File: src/rtl/pipeline_ctrl_pkg.sv
// Shared types and constants for the pipeline stall/flush sequencer.
package pipeline_ctrl_pkg;

  typedef enum logic [1:0] {
    RUN    = 2'd0,
    DRAIN  = 2'd1,
    HALTED = 2'd2
  } ctrl_state_e;

  localparam int unsigned DRAIN_CYCLES = 3;

endpackage

File: src/rtl/pipeline_ctrl_sat_counter.sv
// Saturating up-counter with a synchronous clear that takes priority over increment.
module sat_counter #(
  parameter int unsigned WIDTH = 32
) (
  input  logic             clk,
  input  logic             rst_n,
  input  logic             inc,
  input  logic             clr,
  output logic [WIDTH-1:0] cnt
);

  always_ff @(posedge clk or negedge rst_n) begin
    if (!rst_n) begin
      cnt <= '0;
    end else if (clr) begin
      cnt <= '0;
    end else if (inc && (cnt != '1)) begin
      cnt <= cnt + WIDTH'(1);
    end
  end

endmodule

File: src/rtl/pipeline_ctrl.sv
// Stall/flush sequencer for the 5-stage pipeline: hazard priority, halt-drain FSM
// and saturating stall/flush performance counters.
module pipeline_ctrl
  import pipeline_ctrl_pkg::*;
#(
  parameter int unsigned ADDR_WIDTH = 5,
  parameter int unsigned CNT_WIDTH  = 32
) (
  input  logic                  clk,
  input  logic                  rst_n,
  input  logic [ADDR_WIDTH-1:0] ID_rs1_addr_i,
  input  logic [ADDR_WIDTH-1:0] ID_rs2_addr_i,
  input  logic                  ID_rs1_used_i,
  input  logic                  ID_rs2_used_i,
  input  logic                  ID_halt_i,
  input  logic [ADDR_WIDTH-1:0] EX_rd_addr_i,
  input  logic                  EX_RegWrite_i,
  input  logic                  EX_MemRead_i,
  input  logic                  EX_branch_taken_i,
  input  logic                  MEM_req_i,
  input  logic                  MEM_ready_i,
  input  logic                  resume_i,
  input  logic                  cnt_clr_i,
  output logic                  PC_en_o,
  output logic                  PC_sel_o,
  output logic                  IF_ID_en_o,
  output logic                  IF_ID_flush_o,
  output logic                  ID_EX_en_o,
  output logic                  ID_EX_flush_o,
  output logic                  EX_MEM_en_o,
  output logic                  MEM_WB_flush_o,
  output logic                  halted_o,
  output logic [CNT_WIDTH-1:0]  stall_cnt_o,
  output logic [CNT_WIDTH-1:0]  flush_cnt_o
);

  ctrl_state_e r_state;
  logic [1:0]  r_drain_cnt;
  logic        r_halted;

  logic w_mem_wait;
  logic w_rs1_hit;
  logic w_rs2_hit;
  logic w_load_use;
  logic w_branch;
  logic w_halt_entry;
  logic w_stall_inc;
  logic w_flush_inc;

  assign w_mem_wait   = MEM_req_i & ~MEM_ready_i;
  assign w_rs1_hit    = ID_rs1_used_i & (ID_rs1_addr_i == EX_rd_addr_i);
  assign w_rs2_hit    = ID_rs2_used_i & (ID_rs2_addr_i == EX_rd_addr_i);
  assign w_load_use   = EX_MemRead_i & EX_RegWrite_i & (EX_rd_addr_i != '0) & (w_rs1_hit | w_rs2_hit);
  assign w_branch     = (r_state == RUN) & EX_branch_taken_i;
  assign w_halt_entry = (r_state == RUN) & ID_halt_i & ~w_mem_wait & ~EX_branch_taken_i & ~w_load_use;

  assign w_stall_inc  = (r_state != HALTED) & (w_mem_wait | w_load_use);
  assign w_flush_inc  = w_branch & ~w_mem_wait;

  // Priority chain: HALTED > mem_wait > branch > load_use > drain/halt entry.
  always_comb begin
    PC_en_o        = 1'b1;
    PC_sel_o       = 1'b0;
    IF_ID_en_o     = 1'b1;
    IF_ID_flush_o  = 1'b0;
    ID_EX_en_o     = 1'b1;
    ID_EX_flush_o  = 1'b0;
    EX_MEM_en_o    = 1'b1;
    MEM_WB_flush_o = 1'b0;
    if (r_state == HALTED) begin
      PC_en_o     = 1'b0;
      IF_ID_en_o  = 1'b0;
      ID_EX_en_o  = 1'b0;
      EX_MEM_en_o = 1'b0;
    end else if (w_mem_wait) begin
      PC_en_o        = 1'b0;
      IF_ID_en_o     = 1'b0;
      ID_EX_en_o     = 1'b0;
      EX_MEM_en_o    = 1'b0;
      MEM_WB_flush_o = 1'b1;
    end else if (w_branch) begin
      PC_sel_o      = 1'b1;
      IF_ID_flush_o = 1'b1;
      ID_EX_flush_o = 1'b1;
    end else if (w_load_use) begin
      PC_en_o       = 1'b0;
      IF_ID_en_o    = 1'b0;
      ID_EX_flush_o = 1'b1;
    end else if (r_state == DRAIN) begin
      PC_en_o       = 1'b0;
      IF_ID_flush_o = 1'b1;
    end else if (w_halt_entry) begin
      PC_en_o = 1'b0;
    end
  end

  always_ff @(posedge clk or negedge rst_n) begin
    if (!rst_n) begin
      r_state     <= RUN;
      r_drain_cnt <= '0;
      r_halted    <= 1'b0;
    end else begin
      case (r_state)
        RUN: begin
          if (w_halt_entry) begin
            r_state     <= DRAIN;
            r_drain_cnt <= 2'(DRAIN_CYCLES);
          end
        end
        DRAIN: begin
          if (!w_mem_wait) begin
            if (r_drain_cnt == 2'd1) begin
              r_state  <= HALTED;
              r_halted <= 1'b1;
            end
            r_drain_cnt <= r_drain_cnt - 2'd1;
          end
        end
        HALTED: begin
          if (resume_i) begin
            r_state  <= RUN;
            r_halted <= 1'b0;
          end
        end
        default: begin
          r_state  <= RUN;
          r_halted <= 1'b0;
        end
      endcase
    end
  end

  assign halted_o = r_halted;

  sat_counter #(.WIDTH(CNT_WIDTH)) u_stall_cnt (
    .clk   (clk),
    .rst_n (rst_n),
    .inc   (w_stall_inc),
    .clr   (cnt_clr_i),
    .cnt   (stall_cnt_o)
  );

  sat_counter #(.WIDTH(CNT_WIDTH)) u_flush_cnt (
    .clk   (clk),
    .rst_n (rst_n),
    .inc   (w_flush_inc),
    .clr   (cnt_clr_i),
    .cnt   (flush_cnt_o)
  );

endmodule

File: config.mk
export PLATFORM = sky130hd
export DESIGN_NAME = pipeline_ctrl
export DESIGN_NICKNAME = d
export VERILOG_FILES = /design/src/rtl/pipeline_ctrl_pkg.sv /design/src/rtl/pipeline_ctrl_sat_counter.sv /design/src/rtl/pipeline_ctrl.sv
export SDC_FILE = /design/constraint.sdc
export NUM_CORES = 1
export LEC_CHECK = 0
export ABC_AREA = 1
export CAP_MARGIN = 5
export CORE_ASPECT_RATIO = 0.6
export CORE_UTILIZATION = 55
export CTS_BUF_LIST = sky130_fd_sc_hd__clkbuf_4 sky130_fd_sc_hd__clkbuf_8
export CTS_CLUSTER_DIAMETER = 50
export DETAILED_ROUTE_END_ITERATION = 16
export GPL_ROUTABILITY_DRIVEN = 0
export PLACE_DENSITY = 0.83
export SYNTH_ARGS = -nofsm -noshare
export SYNTH_HDL_FRONTEND = slang
export SYNTH_SLANG_ARGS = --single-unit
File: constraint.sdc
create_clock -name clk -period 1.8 [get_ports clk]
set_input_delay 0.36 -clock clk [delete_from_list [all_inputs] [get_ports clk]]
set_output_delay 0.36 -clock clk [all_outputs]
set_load 0.03 [all_outputs]
==> results of run 1 <==
-- worst max-delay path, cell delays in order, from the launching register on --
cell and delay (ns):
dfrtp_1 0.41, inv_2 0.13, nand2_4 0.07, nor2_4 0.16, buf_6 0.14, inv_4 0.04, a21oi_4 0.16, buf_6 0.15
-- worst min path at each step --
stage	from	end	slack, ns
after global placement	rst_n	u_flush_cnt.cnt[28]	0.41
after CTS	rst_n	u_flush_cnt.cnt[28]	0.03
after floorplan	rst_n	halted_o	0.06
after detailed placement	rst_n	u_flush_cnt.cnt[28]	0.42
after global routing	rst_n	u_flush_cnt.cnt[28]	0.04
final	rst_n	u_flush_cnt.cnt[28]	0.0008
-- final cells by class --
class / count / area (um^2) / area share [%]
Clock inverter: 4 / 95.1 / 1.26
Tap cell: 130 / 163 / 2.16
Inverter: 109 / 427 / 5.66
Sequential cell: 69 / 1750 / 23.2
Clock buffer: 12 / 153 / 2.03
Timing Repair Buffer: 177 / 1610 / 21.4
Multi-Input combinational cell: 626 / 3330 / 44.2
-- power groups by stage --
stage | Sequential [mW] | Combinational (mW) | Clock (mW)
after global routing | 1.69 | 2.03 | 1.69
after global placement | 1.70 | 1.38 | 0
final | 1.69 | 1.92 | 1.63
after floorplan | 1.76 | 0.787 | 0
after CTS | 1.69 | 1.55 | 1.62
after detailed placement | 1.71 | 1.43 | 0
-- cells by family after synthesis --
family          synth area share [%]
fa+ha+maj                      0.708
buf+inv                         10.9
simple gates                    47.3
xor+xnor                        3.80
compound gates                  4.67
flops                           32.6
-- layout by cell type (no fill, tap or decap), types with 5 or more instances in the layout --
cell / instances
nand2_1: 271
inv_1: 91
nor2_1: 89
nand3_1: 79
dlygate4sd2_1: 65
buf_4: 62
dfrtp_1: 49
nand4_1: 37
o21ai_2: 21
xor2_1: 20
dfrtp_2: 20
nor2_2: 17
nand3_2: 17
inv_2: 13
nor2_4: 13
nand2_4: 12
buf_6: 11
clkbuf_8: 10
o21ai_0: 9
nand2_2: 8
nor3_1: 8
clkdlybuf4s50_1: 7
clkbuf_2: 7
buf_12: 7
nor3_2: 6
buf_2: 6
clkdlybuf4s15_1: 5
-- stage by stage --
step / setup slack [ns] / instance area [um^2]
2_1_floorplan: 0.0136 / 5320
3_3_place_gp: -0.351 / 6770
3_5_place_dp: -0.444 / 6770
4_1_cts: -0.117 / 7080
5_1_grt: -0.241 / 7530
6_report: -0.180 / 7530
-- registers in the layout, summed over array words and instances (netlist names) --
name	count
u_stall_cnt.cnt	32
r_drain_cnt	2
halted_o	1
u_flush_cnt.cnt	32
r_state	2
-- per-layer routing --
layer  part of all wire (%)  vias to the layer above  track usage, %
met5                   0.25                        -            4.28
met4                    3.1                        2            9.65
met3                     14                       97            12.1
met2                     43                      577            54.0
met1                     39                     3040            49.9
li1                       -                     2946               -
-- repair_timing --
item,CTS,global route
resized for setup,136,112
hold buffers,0,0
gates cloned,1,2
pin swaps,21,40
buffers inserted,6,18
setup endpoints to repair,109,73
==> impl_metrics.ini, run 1 <==
[routing]
ant_nets = 0
vias_per_cell = 5.91
drc = 0
drt-total-wl_um = 19400
vias = 6662
first_pass_iters = 9
first_iter_violations = 859
wl_per_cell_um = 17.2

[synth]
synthFlopType = dfrtp_1
synth_common_cells = 284 x nand2_1, 113 x nor2_1, 104 x inv_1
synth-seq-area-share_pct = 32.6
syn_area_per_cell_um2 = 6.40
syn_inst = 828
synth_edf_count = 0
synth.area.top_cells = dfrtp_1 33%, nand2_1 20%, nand3_1 8.1%
synth_top_area_share_pct = 32.6
yosys_warnings = 0
synthesis.nets = 858
synth_top_area_cell = dfrtp_1
post_synth_num_cell_types = 32
synthArstFlopShare_pct = 100
ys_ff_latch = 69
synth.most_common_cell = nand2_1
syn-cell-area_mm2 = 0.00530

[place]
dp.cells = 1085
io_buffers = 99
hpwl_um = 12500

[timing]
fin_crit_sh_pct = 110
slew_violations = 0
min_period_ns = 1.98
hold_viol_final = 0
rsz0062_at_grt = yes
fmax_ghz = 0.505
relSlewSlack_pct = 73.1
finalWorstSetupSlack_ns = -0.180
tightestPinTransition_ns = 0.404
fin_skew_ns = 0.00451
setup_viol = 10
hold_slack_ns = 0.000795
tns_ns = -0.728

[grt]
grtUsageTotal_pct = 36.3
antenna_found_initial = 0
grt_pass1_wl_um = 28400
grt_overflow_total = 0
grt_pass1_vias = 5823
grt_max_degree = 70

[power_and_ir_drop]
p_seq_share_pct = 32.2
ir_worst_vdd_mv = 0.696
p_int_mw = 3.35
pwr-share-clk_pct = 31.2
p_comb_share_pct = 36.6
switching_share_pct = 35.9
total_power_mw = 5.23
p_leak_nw = 3.97
power_density_mw_per_mm2 = 694
switching_power_mw = 1.88

[finish]
stdcell_count = 1127
utilization_pct = 81.4
num-fill-cells = 629
area_delta_synth_final_pct = 42.2
nets = 1022
drive_above_1_share_pct = 25.6
diodes = 0

[min_path]
hold_path.class = input pin to asynchronous set/reset pin

[clock_network]
cts_buffer_depth = 2
cts-root-buf = clkbuf_8
numCtsBuffers = 9
clock-sinks = 69
htree_levels = 3
cts_tree = yes
clk_latency_ns = 0.36
cts.reportedPaths.clkPinSlew_ns = 0.08

[worst_setup_path]
worstPathMaxFanout = 3
rr_endpoint = u_flush_cnt.cnt[5]
arrival_ns = 1.62
setup.worst_path.end = IF_ID_flush_o
required_ns = 1.44
startpoint_type = register
cp-startpoint = r_state[0]
reg2reg_from = u_flush_cnt.cnt[7]
worstSetupPathType = register to output pin
r2r_cells = 10
rrSetupSlack_ns = -0.02
end_kind = output pin

[floorplanning]
start_util_pct = 57.3
die_h_um = 78.0
dieArea_mm2 = 0.0100
io_pins = 100
core_area_mm2 = 0.00926
rows = 27
die_w_um = 129

[run_status]
violations = setup timing
outcome = finished with violations

[job]
max_cap_viol_count = 0
Note: power is estimated with default switching activity, not from simulation.
==> run 2: changes to the inputs <==
--- a/config.mk
+++ b/config.mk
@@ -7,7 +7,6 @@
 export LEC_CHECK = 0
 export ABC_AREA = 1
 export CAP_MARGIN = 5
-export CORE_ASPECT_RATIO = 0.6
 export CORE_UTILIZATION = 55
 export CTS_BUF_LIST = sky130_fd_sc_hd__clkbuf_4 sky130_fd_sc_hd__clkbuf_8
 export CTS_CLUSTER_DIAMETER = 50
==> run 2 against run 1 <==
  * Sequential power hardly changed
  * Power shrank 7.2%
  * The run still ends with setup timing left
  * Hold slack better by 0.013 ns
==> impl_metrics.ini, run 2 (synthesized netlist as in run 1, its figures left out) <==
[run_status]
outcome = finished with violations
violations = setup timing

[worst_setup_path]
end_kind = output pin
rr_endpoint = u_stall_cnt.cnt[24]
arrival_ns = 1.49
startpoint_type = register
slowest_delay_ns = 0.41
reg2reg_from = u_stall_cnt.cnt[17]
cp_slowest_cell = dfrtp_1
worstSetupPathType = register to output pin
rrSetupSlack_ns = 0.03
crit_chain = inv_2 > nand2_4 > inv_1 > nand4_1 > nand2_2 > nor2_4 > buf_6
crit_buf_inv = 3
required_ns = 1.44
path_delay_family = simple AND/OR/NAND/NOR gates
r2r_cells = 10
worstPathMaxFanout = 3

[timing]
hold_slack_ns = 0.0136
fmax_ghz = 0.542
finalWorstSetupSlack_ns = -0.0466
tightestPinTransition_ns = 0.667
relSlewSlack_pct = 55.5
fin_skew_ns = 0.0139
rsz0062_at_grt = yes
setup_viol = 5
fin_crit_sh_pct = 103
min_period_ns = 1.85
hold_viol_final = 0
tns_ns = -0.170
slew_violations = 0

[floorplanning]
dieArea_mm2 = 0.0100
rows = 35
core_area_mm2 = 0.00928
start_util_pct = 57.1
io_pins = 100
die_h_um = 100
die_w_um = 100

[clock_network]
clk_latency_ns = 0.35
cts_hold_buf = 0
cts-root-buf = clkbuf_8
numCtsBuffers = 9
cts_buffer_depth = 2
htree_levels = 3
clock-sinks = 69
cts_tree = yes
cts.reportedPaths.clkPinSlew_ns = 0.08

[finish]
final_cell_mix = 272 x nand2_1, 101 x nor2_1, 96 x inv_1, 84 x nand3_1, 62 x dlygate4sd2_1
layout_commonest_cell = nand2_1
area_delta_synth_final_pct = 36.4
utilization_pct = 77.9
diodes = 0
nets = 1010
drive_above_1_share_pct = 22.7
reg_top3 = u_flush_cnt.cnt x32, u_stall_cnt.cnt x32
num-fill-cells = 704
final_area_mm2 = 0.00723

[routing]
vias = 6151
ant_nets = 0
drc = 0
vias_per_cell = 5.52
wl_per_cell_um = 15.1
first_iter_violations = 505
drt-total-wl_um = 16800
first_pass_iters = 6

[min_path]
hold_path.class = input pin to asynchronous set/reset pin

[grt]
antenna_found_initial = 0
grt_pass1_wl_um = 25800
grt_max_degree = 70
grt_pass1_vias = 5597
grtUsageTotal_pct = 32.0
grt_overflow_total = 0

[power_and_ir_drop]
p_leak_nw = 3.79
ir_worst_vdd_mv = 0.855
power_density_mw_per_mm2 = 671

[place]
io_buffers = 99
hpwl_um = 10900
placed_cell_area_mm2 = 0.00667

[job]
max_cap_viol_count = 0
## run 2: cell types whose count changed in the layout (fill, tap and decap cells not counted), sizes merged
cell and delta:
buf -11, bufinv -1, clkbuf -4, clkdlybuf4s15 +1, clkdlybuf4s18 +1, clkdlybuf4s50 +1
dlygate4sd2 -3, dlymetal6s2s +2, inv +2
## run 2: final cells by class
cell class / instances / area [um^2] / area share, %
multi-input cells: 626 / 3140 / 43.4
flip-flops and latches: 69 / 1760 / 24.4
repair buffers: 165 / 1520 / 21.1
inverters: 109 / 414 / 5.73
well taps: 129 / 161 / 2.23
clock buffers: 11 / 145 / 2.01
clock inverters: 5 / 83.8 / 1.16
## run 2: worst max path at each step
| stage | startpoint | end | slack (ns) | depth (start not counted) |
|---|---|---|---|---|
| after detailed placement | EX_rd_addr_i[1] | IF_ID_en_o | -0.38 | 13 |
| after global routing | r_state[0] | PC_en_o | -0.13 | 7 |
| after global placement | EX_rd_addr_i[1] | PC_en_o | -0.32 | 13 |
| after floorplan | EX_rd_addr_i[2] | PC_en_o | 0.01 | 11 |
| after CTS | r_state[0] | PC_en_o | -0.04 | 8 |
| final | r_state[0] | PC_en_o | -0.05 | 7 |
## run 2: metrics by stage
step	cells	worst slack, ns	power [mW]
after floorplan	828	0.0136	2.54
final	1114	-0.0466	4.86
after global placement	1073	-0.324	3.02
after detailed placement	1073	-0.382	3.07
after global routing	1114	-0.129	5.05
after CTS	1095	-0.0411	4.61
## run 2: report_power, final
part           internal, mW  leakage [nW]  switching (mW)
Sequential             1.62         0.905          0.0661
Combinational         0.669          2.77            1.03
Clock                 0.836         0.109           0.629
Total                  3.13          3.79            1.73
## run 2: routing by layer
layer / global-route usage [%] / share of wire, %
met5: 0 / 0
met4: 10.1 / 2.4
met3: 5.50 / 9.4
met2: 52.6 / 47
met1: 43.1 / 41
## run 2: what timing repair did
action	in CTS	in global routing
cloned	1	3
pin swaps	27	24
setup endpoints to repair	84	70
setup buffers	5	16
gates resized for setup	132	67
